--- config.mk ---
export PLATFORM = sky130hd
export DESIGN_NAME = systolic_feeder
export DESIGN_NICKNAME = d
export VERILOG_FILES = /design/src/rtl/systolic_pkg.sv /design/src/rtl/systolic_feeder_skew_line.sv /design/src/rtl/systolic_feeder.sv
export SDC_FILE = /design/constraint.sdc
export NUM_CORES = 1
export LEC_CHECK = 0
export CORE_UTILIZATION = 48
export CTS_CLUSTER_SIZE = 10
export DETAILED_ROUTE_END_ITERATION = 10
export PLACE_DENSITY_LB_ADDON = 0.1
export SLEW_MARGIN = 20
export SYNTH_ARGS = -nofsm -noshare
export SYNTH_HDL_FRONTEND = slang
export SYNTH_SLANG_ARGS = --single-unit
--- constraint.sdc ---
create_clock -name clk -period 19.5 [get_ports clk]
set_input_delay 5.85 -clock clk [delete_from_list [all_inputs] [get_ports clk]]
set_output_delay 5.85 -clock clk [all_outputs]
set_load 0.05 [all_outputs]
--- src/rtl/systolic_pkg.sv ---
// ---------------------------------------------------------------------------
// systolic_pkg
// Shared definitions for the systolic array edge feeder.
//   DATA_BITS_DEF      default signed operand width per lane
//   feeder_state_e     job sequencing states of systolic_feeder
//   drain_cnt_bits()   width of the DRAIN counter for an N x N array
// ---------------------------------------------------------------------------
package systolic_pkg;

  localparam int DATA_BITS_DEF = 16;

  typedef enum logic [2:0] {
    ST_IDLE   = 3'd0,
    ST_CLEAR  = 3'd1,
    ST_STREAM = 3'd2,
    ST_DRAIN  = 3'd3,
    ST_DONE   = 3'd4
  } feeder_state_e;

  // The DRAIN counter must be able to represent 2N, hence clog2(2N+1).
  function automatic int drain_cnt_bits(input int n);
    return $clog2(2 * n + 1);
  endfunction

endpackage

--- src/rtl/systolic_feeder_skew_line.sv ---
// ---------------------------------------------------------------------------
// skew_line
// DEPTH-stage shift register that delays one edge lane so that operands
// reach the array diagonally. DEPTH=0 degenerates to a wire.
//   clk   in   clock, rising edge
//   rst   in   asynchronous active-high reset, clears every stage to 0
//   din   in   DATA_BITS lane value
//   dout  out  din delayed by DEPTH cycles
// ---------------------------------------------------------------------------
module skew_line #(
  parameter int DEPTH     = 1,
  parameter int DATA_BITS = 16
) (
  input  logic                 clk,
  input  logic                 rst,
  input  logic [DATA_BITS-1:0] din,
  output logic [DATA_BITS-1:0] dout
);

  generate
    if (DEPTH == 0) begin : g_pass
      // Clock and reset have no load when the lane is not delayed.
      logic unused_pass;
      assign unused_pass = ^{clk, rst};
      assign dout = din;
    end else begin : g_shift
      logic [DATA_BITS-1:0] stage [DEPTH];

      // Shift register; stage 0 takes the lane input.
      always_ff @(posedge clk or posedge rst) begin
        if (rst) begin
          for (int s = 0; s < DEPTH; s++) begin
            stage[s] <= {DATA_BITS{1'b0}};
          end
        end else begin
          stage[0] <= din;
          for (int s = 1; s < DEPTH; s++) begin
            stage[s] <= stage[s-1];
          end
        end
      end

      assign dout = stage[DEPTH-1];
    end
  endgenerate

endmodule

--- src/rtl/systolic_feeder.sv ---
// ---------------------------------------------------------------------------
// systolic_feeder
// Reads A column-by-column and B row-by-row from two synchronous-read
// buffers and drives skewed, zero-padded operand streams into the west and
// north edges of an N x N systolic PE array. Pulses acc_clr before each job
// and pulses done once the far-corner PE has taken its last product.
//   clk, rst     clock (rising edge), asynchronous active-high reset
//   start, k_len job request and inner dimension K, sampled in IDLE
//   busy         high from CLEAR through the done cycle
//   done         one-cycle completion pulse
//   acc_clr      one-cycle accumulator clear for the array
//   rd_en        shared read strobe for the A and B buffers
//   rd_addr      shared read address k
//   a_rdata      A[i][k] in lane i, valid the cycle after rd_en
//   b_rdata      B[k][j] in lane j, valid the cycle after rd_en
//   west_data    lane i feeds the west input of row i
//   north_data   lane j feeds the north input of column j
// All control outputs are registered.
// ---------------------------------------------------------------------------
module systolic_feeder
  import systolic_pkg::*;
#(
  parameter int N         = 4,
  parameter int DATA_BITS = DATA_BITS_DEF,
  parameter int ADDR_BITS = 8
) (
  input  logic                   clk,
  input  logic                   rst,
  input  logic                   start,
  input  logic [ADDR_BITS-1:0]   k_len,
  output logic                   busy,
  output logic                   done,
  output logic                   acc_clr,
  output logic                   rd_en,
  output logic [ADDR_BITS-1:0]   rd_addr,
  input  logic [N*DATA_BITS-1:0] a_rdata,
  input  logic [N*DATA_BITS-1:0] b_rdata,
  output logic [N*DATA_BITS-1:0] west_data,
  output logic [N*DATA_BITS-1:0] north_data
);

  localparam int CNT_BITS = drain_cnt_bits(N);
  // Last DRAIN count: DRAIN lasts 2N cycles, covering the operand latency
  // plus the diagonal travel to PE(N-1,N-1).
  localparam logic [CNT_BITS-1:0]  DRAIN_LAST = CNT_BITS'(2 * N - 1);
  localparam logic [CNT_BITS-1:0]  CNT_ZERO   = {CNT_BITS{1'b0}};
  localparam logic [CNT_BITS-1:0]  CNT_ONE    = CNT_BITS'(1);
  localparam logic [ADDR_BITS-1:0] ADDR_ZERO  = {ADDR_BITS{1'b0}};
  localparam logic [ADDR_BITS-1:0] ADDR_ONE   = ADDR_BITS'(1);

  feeder_state_e        state, state_n;
  logic [ADDR_BITS-1:0] k_r, k_n;
  logic [CNT_BITS-1:0]  cnt_r, cnt_n;
  logic [ADDR_BITS-1:0] rd_addr_n;
  logic                 rd_en_n, acc_clr_n, done_n, busy_n;
  logic                 rd_valid;

  // State, job registers and registered control outputs.
  always_ff @(posedge clk or posedge rst) begin
    if (rst) begin
      state    <= ST_IDLE;
      k_r      <= ADDR_ZERO;
      cnt_r    <= CNT_ZERO;
      rd_addr  <= ADDR_ZERO;
      rd_en    <= 1'b0;
      acc_clr  <= 1'b0;
      done     <= 1'b0;
      busy     <= 1'b0;
      rd_valid <= 1'b0;
    end else begin
      state    <= state_n;
      k_r      <= k_n;
      cnt_r    <= cnt_n;
      rd_addr  <= rd_addr_n;
      rd_en    <= rd_en_n;
      acc_clr  <= acc_clr_n;
      done     <= done_n;
      busy     <= busy_n;
      rd_valid <= rd_en;
    end
  end

  // Next state and the control outputs for the next cycle. Outputs are
  // computed one cycle ahead so that they appear registered in the state
  // they belong to.
  always_comb begin
    state_n   = state;
    k_n       = k_r;
    cnt_n     = cnt_r;
    rd_addr_n = rd_addr;
    rd_en_n   = 1'b0;
    acc_clr_n = 1'b0;
    done_n    = 1'b0;
    case (state)
      ST_IDLE: begin
        if (start) begin
          state_n   = ST_CLEAR;
          k_n       = k_len;
          acc_clr_n = 1'b1;
          rd_en_n   = (k_len != ADDR_ZERO);
          rd_addr_n = ADDR_ZERO;
        end else begin
          state_n = ST_IDLE;
        end
      end
      ST_CLEAR: begin
        cnt_n = CNT_ZERO;
        if (k_r == ADDR_ZERO) begin
          state_n = ST_DONE;
          done_n  = 1'b1;
        end else if (k_r == ADDR_ONE) begin
          state_n = ST_DRAIN;
        end else begin
          state_n   = ST_STREAM;
          rd_en_n   = 1'b1;
          rd_addr_n = rd_addr + ADDR_ONE;
        end
      end
      ST_STREAM: begin
        // rd_addr currently on the port is the one being issued this cycle.
        if (rd_addr == (k_r - ADDR_ONE)) begin
          state_n = ST_DRAIN;
        end else begin
          rd_en_n   = 1'b1;
          rd_addr_n = rd_addr + ADDR_ONE;
        end
      end
      ST_DRAIN: begin
        if (cnt_r == DRAIN_LAST) begin
          state_n = ST_DONE;
          done_n  = 1'b1;
        end else begin
          cnt_n = cnt_r + CNT_ONE;
        end
      end
      ST_DONE: begin
        state_n = ST_IDLE;
      end
      default: begin
        state_n = ST_IDLE;
      end
    endcase
    busy_n = (state_n != ST_IDLE);
  end

  // Lane datapath: zero-inject on invalid cycles, skew by lane index, then
  // one shared output register per edge.
  logic [N*DATA_BITS-1:0] west_skew, north_skew;

  generate
    for (genvar i = 0; i < N; i++) begin : g_lane
      logic [DATA_BITS-1:0] west_in, north_in;

      assign west_in  = rd_valid ? a_rdata[i*DATA_BITS +: DATA_BITS] : {DATA_BITS{1'b0}};
      assign north_in = rd_valid ? b_rdata[i*DATA_BITS +: DATA_BITS] : {DATA_BITS{1'b0}};

      skew_line #(.DEPTH(i), .DATA_BITS(DATA_BITS)) u_west_skew (
        .clk  (clk),
        .rst  (rst),
        .din  (west_in),
        .dout (west_skew[i*DATA_BITS +: DATA_BITS])
      );

      skew_line #(.DEPTH(i), .DATA_BITS(DATA_BITS)) u_north_skew (
        .clk  (clk),
        .rst  (rst),
        .din  (north_in),
        .dout (north_skew[i*DATA_BITS +: DATA_BITS])
      );
    end
  endgenerate

  // Edge output registers.
  always_ff @(posedge clk or posedge rst) begin
    if (rst) begin
      west_data  <= {(N*DATA_BITS){1'b0}};
      north_data <= {(N*DATA_BITS){1'b0}};
    end else begin
      west_data  <= west_skew;
      north_data <= north_skew;
    end
  end

endmodule
==> run_results.csv, run 1 <==
group,metric,value,unit
clocking,cts.htree.levels,2,
power,switchingPower,0.7900,mW
route,dr_wl_met3,1.357,mm
timing,finClkSkew,0.01161,ns
timing,finalSetupViolCount,0,
floorplanning,die_h,149.9,µm
yosys,async_flop_share,1.000,
power,clockPowerShare,0.263,
power,combPwrFrac,0.299,
yosys,synth-main-ff-cell,"dfrtp_1",
critical_path,crit_required,20.00,ns
route,finalWirelength,20.82,mm
global_routing,grt_pass1_wl,32.37,mm
route,vias,5758,
global_routing,overflow,0,
worst_hold_path,holdPathStages,0,
route,wl_per_cell,17.03,µm
critical_path,crit_fanout,128,
route,drcViolationCount,0,
critical_path,endpoint_kind,"asynchronous set/reset pin",
cells_and_area,utilization,0.6901,
yosys,synth_top_area_share,0.8298,
global_routing,grt_usage,0.1907,
timing,hold_violations,0,
floorplanning,fp.dieW,149.9,µm
clocking,clkTransAtPathRegs,0.05,ns
placed_design,dp.final_hpwl,13.58,mm
route,first_pass_iters,4,
placed_design,placedCellCount,1178,
clocking,cts_inserted_buffers,40,
cells_and_area,final_cells,1223,
floorplanning,rows,53,
worst_hold_path,min_path_type,"reg2reg",
timing,maxSlewViolCount,0,
global_routing,grt_pass1_vias,6185,
yosys,yosysTopAreaCell,"dfrtp_1",
yosys,synth_most_common_cell,"dfrtp_1",
yosys,yosysWarnings,0,
global_routing,antenna_found_initial,0,
yosys,postSynthCellCount,643,
power,power_leakage,6.762,nW
critical_path,worst_setup_path_start_kind,"primary input",
worst_hold_path,hp-start,"g_lane[3].u_west_skew.g_shift.stage[29]",
critical_path,critPathKind,"in2async",
floorplanning,initial_utilization,0.4946,
yosys,synth_commonest_cells,"348 x dfrtp_1, 131 x and2_1, 33 x nand2_1",
critical_path,worst_ep_arrival_time,8.71,ns
run_status,status,"finished, final reports clean",
yosys,netlist_top_cells_area,"dfrtp_1 83%, and2_1 7.8%, nand2_1 1.2%",
clocking,cts_root_buf,"clkbuf_16",
clocking,clkLatencyLatePin,0.50,ns
placed_design,routabilityCongestion,0.8810,
yosys,synth_edf_count,0,
cells_and_area,seq_area,8712,µm²
timing,period_minus_slack,8.210,ns
route,first_iter_violations,284,
cells_and_area,multi_input_area,1682,µm²
yosys,avgSynthCellArea,16.32,µm²
critical_path,rr_worst_depth,8,
power,p_int,1.542,mW
power,sw_frac_of_total,0.3388,
cells_and_area,fill_cells,1448,
floorplanning,ios,279,
yosys,syn-cell-area,10500,µm²
critical_path,rr_endpoint,"rd_addr[1]",
global_routing,grt_max_degree,129,
placed_design,io_buffer_count,278,
critical_path,rrSetupSlack,16.73,ns
cells_and_area,nNetsFinal,1090,
clocking,cts.sinks,348,
floorplanning,die-area,22460,µm²
timing,fin_hold_ws,0.3339,ns
route,routed.top_layer,"met4",
timing,max_freq,0.1218,GHz
route,detail_route.vias_per_cell,4.708,
yosys,synth_seq_cells,348,
clocking,post_cts_buffers,0,
flow_run,drv_cap,0,
timing,rsz0062_at_grt,"no",
cells_and_area,area.growth.synth_to_final,39.53,%
cells_and_area,drive_above_1_share,0.06118,
yosys,syn_nets,787,
power,seq_power_share,0.439,
yosys,synth_cell_types,40,
clocking,cts_resized,0,
cells_and_area,insertedDiodeCount,0,
route,drt-met1-wl,8.529,mm
timing,tightest_slew,0.9156,ns
power,vdd_drop_max,0.0001170,V
timing,maxSlewHeadroom,0.3896,
clocking,ctsHoldBuffers,0,
floorplanning,coreArea,21220,µm²
clocking,cts_tree,"yes",
route,postRouteAntennaNets,0,
yosys,synth_seq_area_share,0.8298,
route,met2_length,10.52,mm
power,pwr_density_cell,159.2,nW/µm²
critical_path,reg2reg_from,"k_r[0]",
clocking,clock_path_buffers,3,
worst_hold_path,min_to,"g_lane[3].u_west_skew.dout[13]",
timing,fin_crit_sh,0.4210,
timing,tns,0,ns
[worst max-delay path by stage]
stage,slack [ns],from,endpoint
finish,11.29,rst,west_data[0]
floorplan,4.00,rst,acc_clr
CTS,11.11,rst,west_data[1]
global placement,10.70,rst,g_lane[1].u_west_skew.dout[2]
global route,10.75,rst,west_data[1]
detailed placement,10.59,rst,west_data[5]
[cells in the final DEF (no fill, tap or decap), types with 4 or more instances in the layout]
master,n
o21ai_1,4
nor2_1,12
xnor2_1,6
dfrtp_1,347
o21ai_0,5
nand2b_1,4
or3_1,5
a21oi_1,8
nand3_1,8
nor3_1,7
and2_1,131
clkbuf_16,40
ha_1,5
a21oi_2,4
inv_1,5
nand2_1,33
clkdlybuf4s50_1,278
xor2_1,6
[area by class of cell]
cell class,instances,share of cell area
Inverter,6,0.002051
Timing Repair Buffer,282,0.1934
Sequential cell,348,0.5949
Tap cell,275,0.02350
Multi-Input combinational cell,268,0.1148
Clock inverter,2,0.001709
Clock buffer,42,0.06955
[sequential cells by signal (all words and copies together) (netlist names), 3 cells and up]
| register | cells |
|---|---|
| west_data | 64 |
| state | 3 |
| g_lane.u_west_skew.dout | 48 |
| north_data | 64 |
| g_lane.u_north_skew.dout | 48 |
| g_lane.u_west_skew.g_shift.stage | 48 |
| rd_addr | 8 |
| cnt_r | 4 |
| g_lane.u_north_skew.g_shift.stage | 48 |
| k_r | 8 |
[layer usage]
layer / global-route usage / up-vias
met2: 0.3190 / 225
met3: 0.04451 / 32
met4: 0.06162 / 0
met5: 0 / -
met1: 0.2474 / 2873
li1: - / 2628
[stage by stage]
step	total power [mW]	setup WS (ns)	area (µm²)
after global routing	2.446	10.75	14640
final	2.332	11.29	14640
after global placement	1.702	10.70	13570
after floorplan	1.467	4.000	10500
after detailed placement	1.729	10.59	13570
after CTS	2.358	11.11	14620
[critical path: stages]
cell and delay (ns):
clkdlybuf4s50_1 0.49, inv_8 0.60, buf_4 0.83, buf_4 0.86
[power by group through the flow]
stage | Sequential (mW) | Combinational [mW] | Clock [mW]
floorplan | 1.29 | 0.179 | 0
global placement | 1.04 | 0.663 | 0
detailed placement | 1.05 | 0.674 | 0
CTS | 1.05 | 0.678 | 0.633
global route | 1.05 | 0.735 | 0.665
finish | 1.02 | 0.697 | 0.612
[cell families after synthesis]
group / share of synthesized area
compound gates: 0.01955
flops: 0.8298
mux: 0.003219
xor+xnor: 0.01156
simple gates: 0.1199
fa+ha+maj: 0.005961
buf+inv: 0.01001
Power figures use the tool's default switching activity.
==> run 2: changes to the inputs <==
clock period = 8.5 ns   (was 19.5 ns; I/O delays follow)
==> run 2 against run 1 <==
- global-route usage decreased by 0.38 points
- sequential power increased by 130%
- clock power grew 130%
- critical path depth fell by 3
- cell area is 0.27% higher
- combinational power increased by 130%
- via count increased by 0.23%
- setup slack lost 7.2 ns
- first-iteration DRC count down 15%
- cell count rose by 0.25%
- critical path type is now reg2out
- critical endpoint is now rd_addr[4]
- largest cell class unchanged
==> run_results.csv, run 2 (same netlist as run 1, synthesis figures left out) <==
group,metric,value,unit
floorplanning,ios,279,
clocking,cts_tree,"yes",
run_status,status,"finished, final reports clean",
placed_design,placed_cell_area,13590,µm²
global_routing,grt_max_degree,129,
cells_and_area,final_cells,1226,
cells_and_area,final_cell_mix,"347 x dfrtp_1, 278 x clkdlybuf4s50_1, 131 x and2_1, 41 x clkbuf_16, 33 x nand2_1",
timing,maxSlewHeadroom,0.4358,
critical_path,crit_buf_inv,1,
floorplanning,die_h,149.9,µm
floorplanning,initial_utilization,0.4946,
timing,rsz0062_at_grt,"no",
critical_path,endpoint,"rd_addr[4]",
global_routing,antenna_found_initial,0,
timing,period_minus_slack,4.390,ns
clocking,cts_inserted_buffers,40,
timing,fin_ws,4.110,ns
clocking,clkLatencyLatePin,0.51,ns
floorplanning,fp.dieW,149.9,µm
placed_design,routabilityCongestion,0.8831,
global_routing,overflow,0,
clocking,cts.htree.levels,2,
cells_and_area,nNetsFinal,1091,
clocking,cts.sinks,348,
timing,tightest_slew,0.8463,ns
power,clockPowerShare,0.266,
clocking,cts_resized,0,
timing,hold_violations,0,
clocking,clock_path_buffers,3,
placed_design,place_ws,3.711,ns
critical_path,critPathKind,"reg2out",
global_routing,grt_pass1_vias,6200,
critical_path,cp.depth,1,
critical_path,crit_fanout,7,
power,vdd_drop_max,0.0002191,V
timing,fin_crit_sh,0.5164,
critical_path,crit_slowest_cell,"clkdlybuf4s50_1",
critical_path,max_stage_delay,0.86,ns
cells_and_area,multi_input_area,1682,µm²
cells_and_area,fill_cells,1432,
route,finalWirelength,20.27,mm
critical_path,cp_cell_sequence,"clkdlybuf4s50_1",
route,detail_route.vias_per_cell,4.707,
power,switchingPower,1.810,mW
floorplanning,die-area,22460,µm²
clocking,ctsHoldBuffers,0,
cells_and_area,area.growth.synth_to_final,39.91,%
route,first_iter_violations,240,
critical_path,crit_required,5.95,ns
clocking,cts_root_buf,"clkbuf_16",
route,vias,5771,
critical_path,worst_setup_path_start_kind,"flop",
power,pwr_density_cell,365.5,nW/µm²
power,total_power,5.367,mW
power,p_int,3.557,mW
timing,finClkSkew,0.02256,ns
power,sw_frac_of_total,0.3372,
placed_design,placedCellCount,1179,
cells_and_area,final_common_cell,"dfrtp_1",
global_routing,grt_usage,0.1870,
power,combPwrFrac,0.298,
cells_and_area,top_regs,"north_data: 64 flops, west_data: 64 flops",
timing,tns,0,ns
clocking,post_cts_buffers,0,
critical_path,rr_worst_depth,8,
cells_and_area,seq_area,8712,µm²
critical_path,worst_ep_arrival_time,1.84,ns
timing,fin_hold_ws,0.3300,ns
timing,finalSetupViolCount,0,
floorplanning,rows,53,
flow_run,drv_cap,0,
route,drcViolationCount,0,
cells_and_area,postLayoutCellArea,14680,µm²
timing,max_freq,0.2278,GHz
route,postRouteAntennaNets,0,
critical_path,rrSetupSlack,5.69,ns
cells_and_area,drive_above_1_share,0.06316,
global_routing,grt_pass1_wl,31.93,mm
timing,maxSlewViolCount,0,
power,seq_power_share,0.436,
worst_hold_path,min_path_type,"reg2reg",
route,wl_per_cell,16.53,µm
placed_design,io_buffer_count,278,
critical_path,rr_endpoint,"rd_addr[1]",
route,first_pass_iters,4,
power,power_leakage,6.776,nW
clocking,clkTransAtPathRegs,0.05,ns
critical_path,cp-startpoint,"rd_addr[4]",
cells_and_area,utilization,0.6920,
critical_path,endpoint_kind,"primary output",
critical_path,reg2reg_from,"k_r[0]",
placed_design,dp.final_hpwl,13.45,mm
floorplanning,coreArea,21220,µm²
critical_path,crit_family,"buffers and inverters",
[run 2: power groups by stage]
stage	clock network (mW)	registers [mW]	logic [mW]
2_1_floorplan	0	2.96	0.410
3_3_place_gp	0	2.39	1.52
3_5_place_dp	0	2.43	1.55
4_1_cts	1.47	2.40	1.55
5_1_grt	1.54	2.40	1.69
6_report	1.43	2.34	1.60
[run 2: how the worst min path moves through the flow]
stage                                                  start                        endpoint  slack (ns)  cells after the start
floorplan           g_lane[2].u_north_skew.g_shift.stage[16]  g_lane[2].u_north_skew.dout[0]        0.33                      0
finish                        g_lane[1].u_west_skew.dout[11]                   west_data[27]        0.33                      0
CTS                           g_lane[1].u_west_skew.dout[11]                   west_data[27]        0.34                      0
detailed placement  g_lane[2].u_north_skew.g_shift.stage[20]  g_lane[2].u_north_skew.dout[4]        0.33                      0
global placement     g_lane[3].u_west_skew.g_shift.stage[17]   g_lane[3].u_west_skew.dout[1]        0.33                      0
global route                  g_lane[3].u_north_skew.dout[2]                  north_data[50]        0.34                      0
[run 2: final cells by class]
cell class                 instances  share of cell area
inverter                           6            0.001789
tap                              275             0.02343
clock buffer                      43             0.07106
timing repair buffer             283              0.1945
antenna                            1           0.0001704
sequential                       348              0.5933
clock inverter                     2            0.001193
multi-input combinational        268              0.1145
[run 2: per-layer routing]
layer | share of wire | track usage | wire length [µm]
met5 | 0 | 0 | 0
met4 | 0.019 | 0.06768 | 393
met3 | 0.057 | 0.04024 | 1156
met2 | 0.52 | 0.3137 | 10500
met1 | 0.41 | 0.2406 | 8213
==> run 3: changes to the inputs <==
clock period = 4.4 ns   (was 8.5 ns; I/O delays follow)
==> run 3 against run 2 <==
- cell count up 0.33%
- global-route usage increased by 0.25 points
- sequential power rose by 97%
- clock power is 94% higher
- sequential share of layout area decreased by 0.13 points
- sequential cell count unchanged
- routed wire length is 1.5% higher
- combinational power rose by 86%
- clock skew shrank 0.0095 ns
==> run_results.csv, run 3 (same netlist as run 1, synthesis figures left out) <==
group,metric,value,unit
cells_and_area,final_cells,1230,
worst_hold_path,holdPathStages,0,
cells_and_area,final_cell_mix,"347 x dfrtp_1, 278 x clkdlybuf4s50_1, 131 x and2_1, 41 x clkbuf_16, 33 x nand2_1",
floorplanning,initial_utilization,0.4946,
floorplanning,ios,279,
power,pwr_density_cell,704.6,nW/µm²
power,vdd_drop_max,0.0006655,V
flow_run,drv_cap,0,
placed_design,placed_cell_area,13640,µm²
floorplanning,fp.dieW,149.9,µm
global_routing,antenna_found_initial,0,
critical_path,crit_slowest_cell,"clkdlybuf4s50_1",
clocking,clkTransAtPathRegs,0.05,ns
global_routing,grt_pass1_wl,32.37,mm
floorplanning,coreArea,21220,µm²
critical_path,reg2reg_from,"k_r[0]",
critical_path,critPathKind,"reg2out",
critical_path,worst_setup_path_start_kind,"flop",
critical_path,max_stage_delay,0.85,ns
route,drcViolationCount,0,
global_routing,grt_usage,0.1894,
clocking,cts.sinks,348,
route,first_pass_iters,4,
route,detail_route.vias_per_cell,4.684,
clocking,cts_resized,0,
cells_and_area,top_regs,"north_data: 64 flops, west_data: 64 flops",
floorplanning,die_h,149.9,µm
clocking,cts_inserted_buffers,41,
cells_and_area,postLayoutCellArea,14720,µm²
cells_and_area,final_common_cell,"dfrtp_1",
critical_path,cp.depth,1,
route,finalWirelength,20.57,mm
route,vias,5761,
clocking,cts_root_buf,"clkbuf_16",
timing,finClkSkew,0.01302,ns
timing,max_freq,0.3172,GHz
clocking,ctsHoldBuffers,0,
timing,maxSlewViolCount,0,
placed_design,io_buffer_count,278,
route,first_iter_violations,189,
run_status,status,"finished, final reports clean",
critical_path,crit_fanout,6,
critical_path,worst_ep_arrival_time,1.83,ns
critical_path,rr_worst_depth,8,
clocking,cts.htree.levels,2,
placed_design,place_ws,1.187,ns
timing,tns,0,ns
critical_path,crit_family,"buffers and inverters",
cells_and_area,insertedDiodeCount,0,
critical_path,cp_cell_sequence,"clkdlybuf4s50_1",
cells_and_area,area.growth.synth_to_final,40.21,%
clocking,clkLatencyLatePin,0.50,ns
timing,tightest_slew,1.034,ns
critical_path,crit_required,3.08,ns
timing,period_minus_slack,3.153,ns
critical_path,cp-startpoint,"rd_addr[5]",
worst_hold_path,min_path_type,"reg2reg",
cells_and_area,nNetsFinal,1094,
floorplanning,die-area,22460,µm²
global_routing,grt_pass1_vias,6249,
clocking,post_cts_buffers,0,
worst_hold_path,hp-start,"g_lane[3].u_west_skew.dout[13]",
critical_path,crit_buf_inv,1,
clocking,cts_tree,"yes",
timing,hold_violations,0,
timing,fin_ws,1.247,ns
clocking,clock_path_buffers,3,
timing,maxSlewHeadroom,0.3107,
timing,fin_hold_ws,0.3323,ns
global_routing,overflow,0,
route,postRouteAntennaNets,0,
critical_path,endpoint_kind,"primary output",
cells_and_area,utilization,0.6935,
placed_design,placedCellCount,1182,
power,power_leakage,6.795,nW
timing,rsz0062_at_grt,"no",
floorplanning,rows,53,
timing,fin_crit_sh,0.7165,
cells_and_area,drive_above_1_share,0.06702,
route,wl_per_cell,16.72,µm
power,total_power,10.37,mW
placed_design,dp.final_hpwl,13.69,mm
global_routing,grt_max_degree,129,
placed_design,routabilityCongestion,0.8748,
timing,finalSetupViolCount,0,
run 3: cell types whose count changed in the layout (fill, tap and decap cells not counted):
cell	delta
clkbuf_1	+1
buf_6	-1
clkinv_4	+1
buf_16	-1
clkinv_2	+1
diode_2	-1
buf_12	+2
buf_4	+2
run 3: power breakdown:
group	switching (mW)	internal [mW]
Combinational	1.90	1.08
Clock	1.11	1.67
Sequential	0.500	4.11
Total	3.51	6.86
run 3: path summary, 6_finish.rpt:
| kind | slack (ns) | to |
|---|---|---|
| setup / recovery | 1.25 | rd_addr[5] |
| hold / removal | 0.33 | west_data[61] |
| setup reg to reg | 1.66 | rd_addr[1] |
| hold reg to reg | 0.33 | west_data[61] |
| max in group asynchronous | 2.25 | west_data[21] |
| min in group asynchronous | 1.22 | west_data[53] |
run 3: area by class of cell:
type | instances | area (µm²)
clock buffer | 44 | 1047
clock inverter | 4 | 31.28
fill | 1398 | 6505
inverter | 6 | 26.28
multi-input combinational | 268 | 1682
sequential | 348 | 8712
tap | 275 | 344.1
timing repair buffer | 285 | 2873
run 3: routing by layer:
metal / GRT usage / share of wire / vias up
li1: - / - / 2641
met1: 0.2336 / 0.40 / 2876
met2: 0.3250 / 0.51 / 208
met3: 0.04939 / 0.066 / 36
met4: 0.06313 / 0.019 / 0
met5: 0 / 0 / -
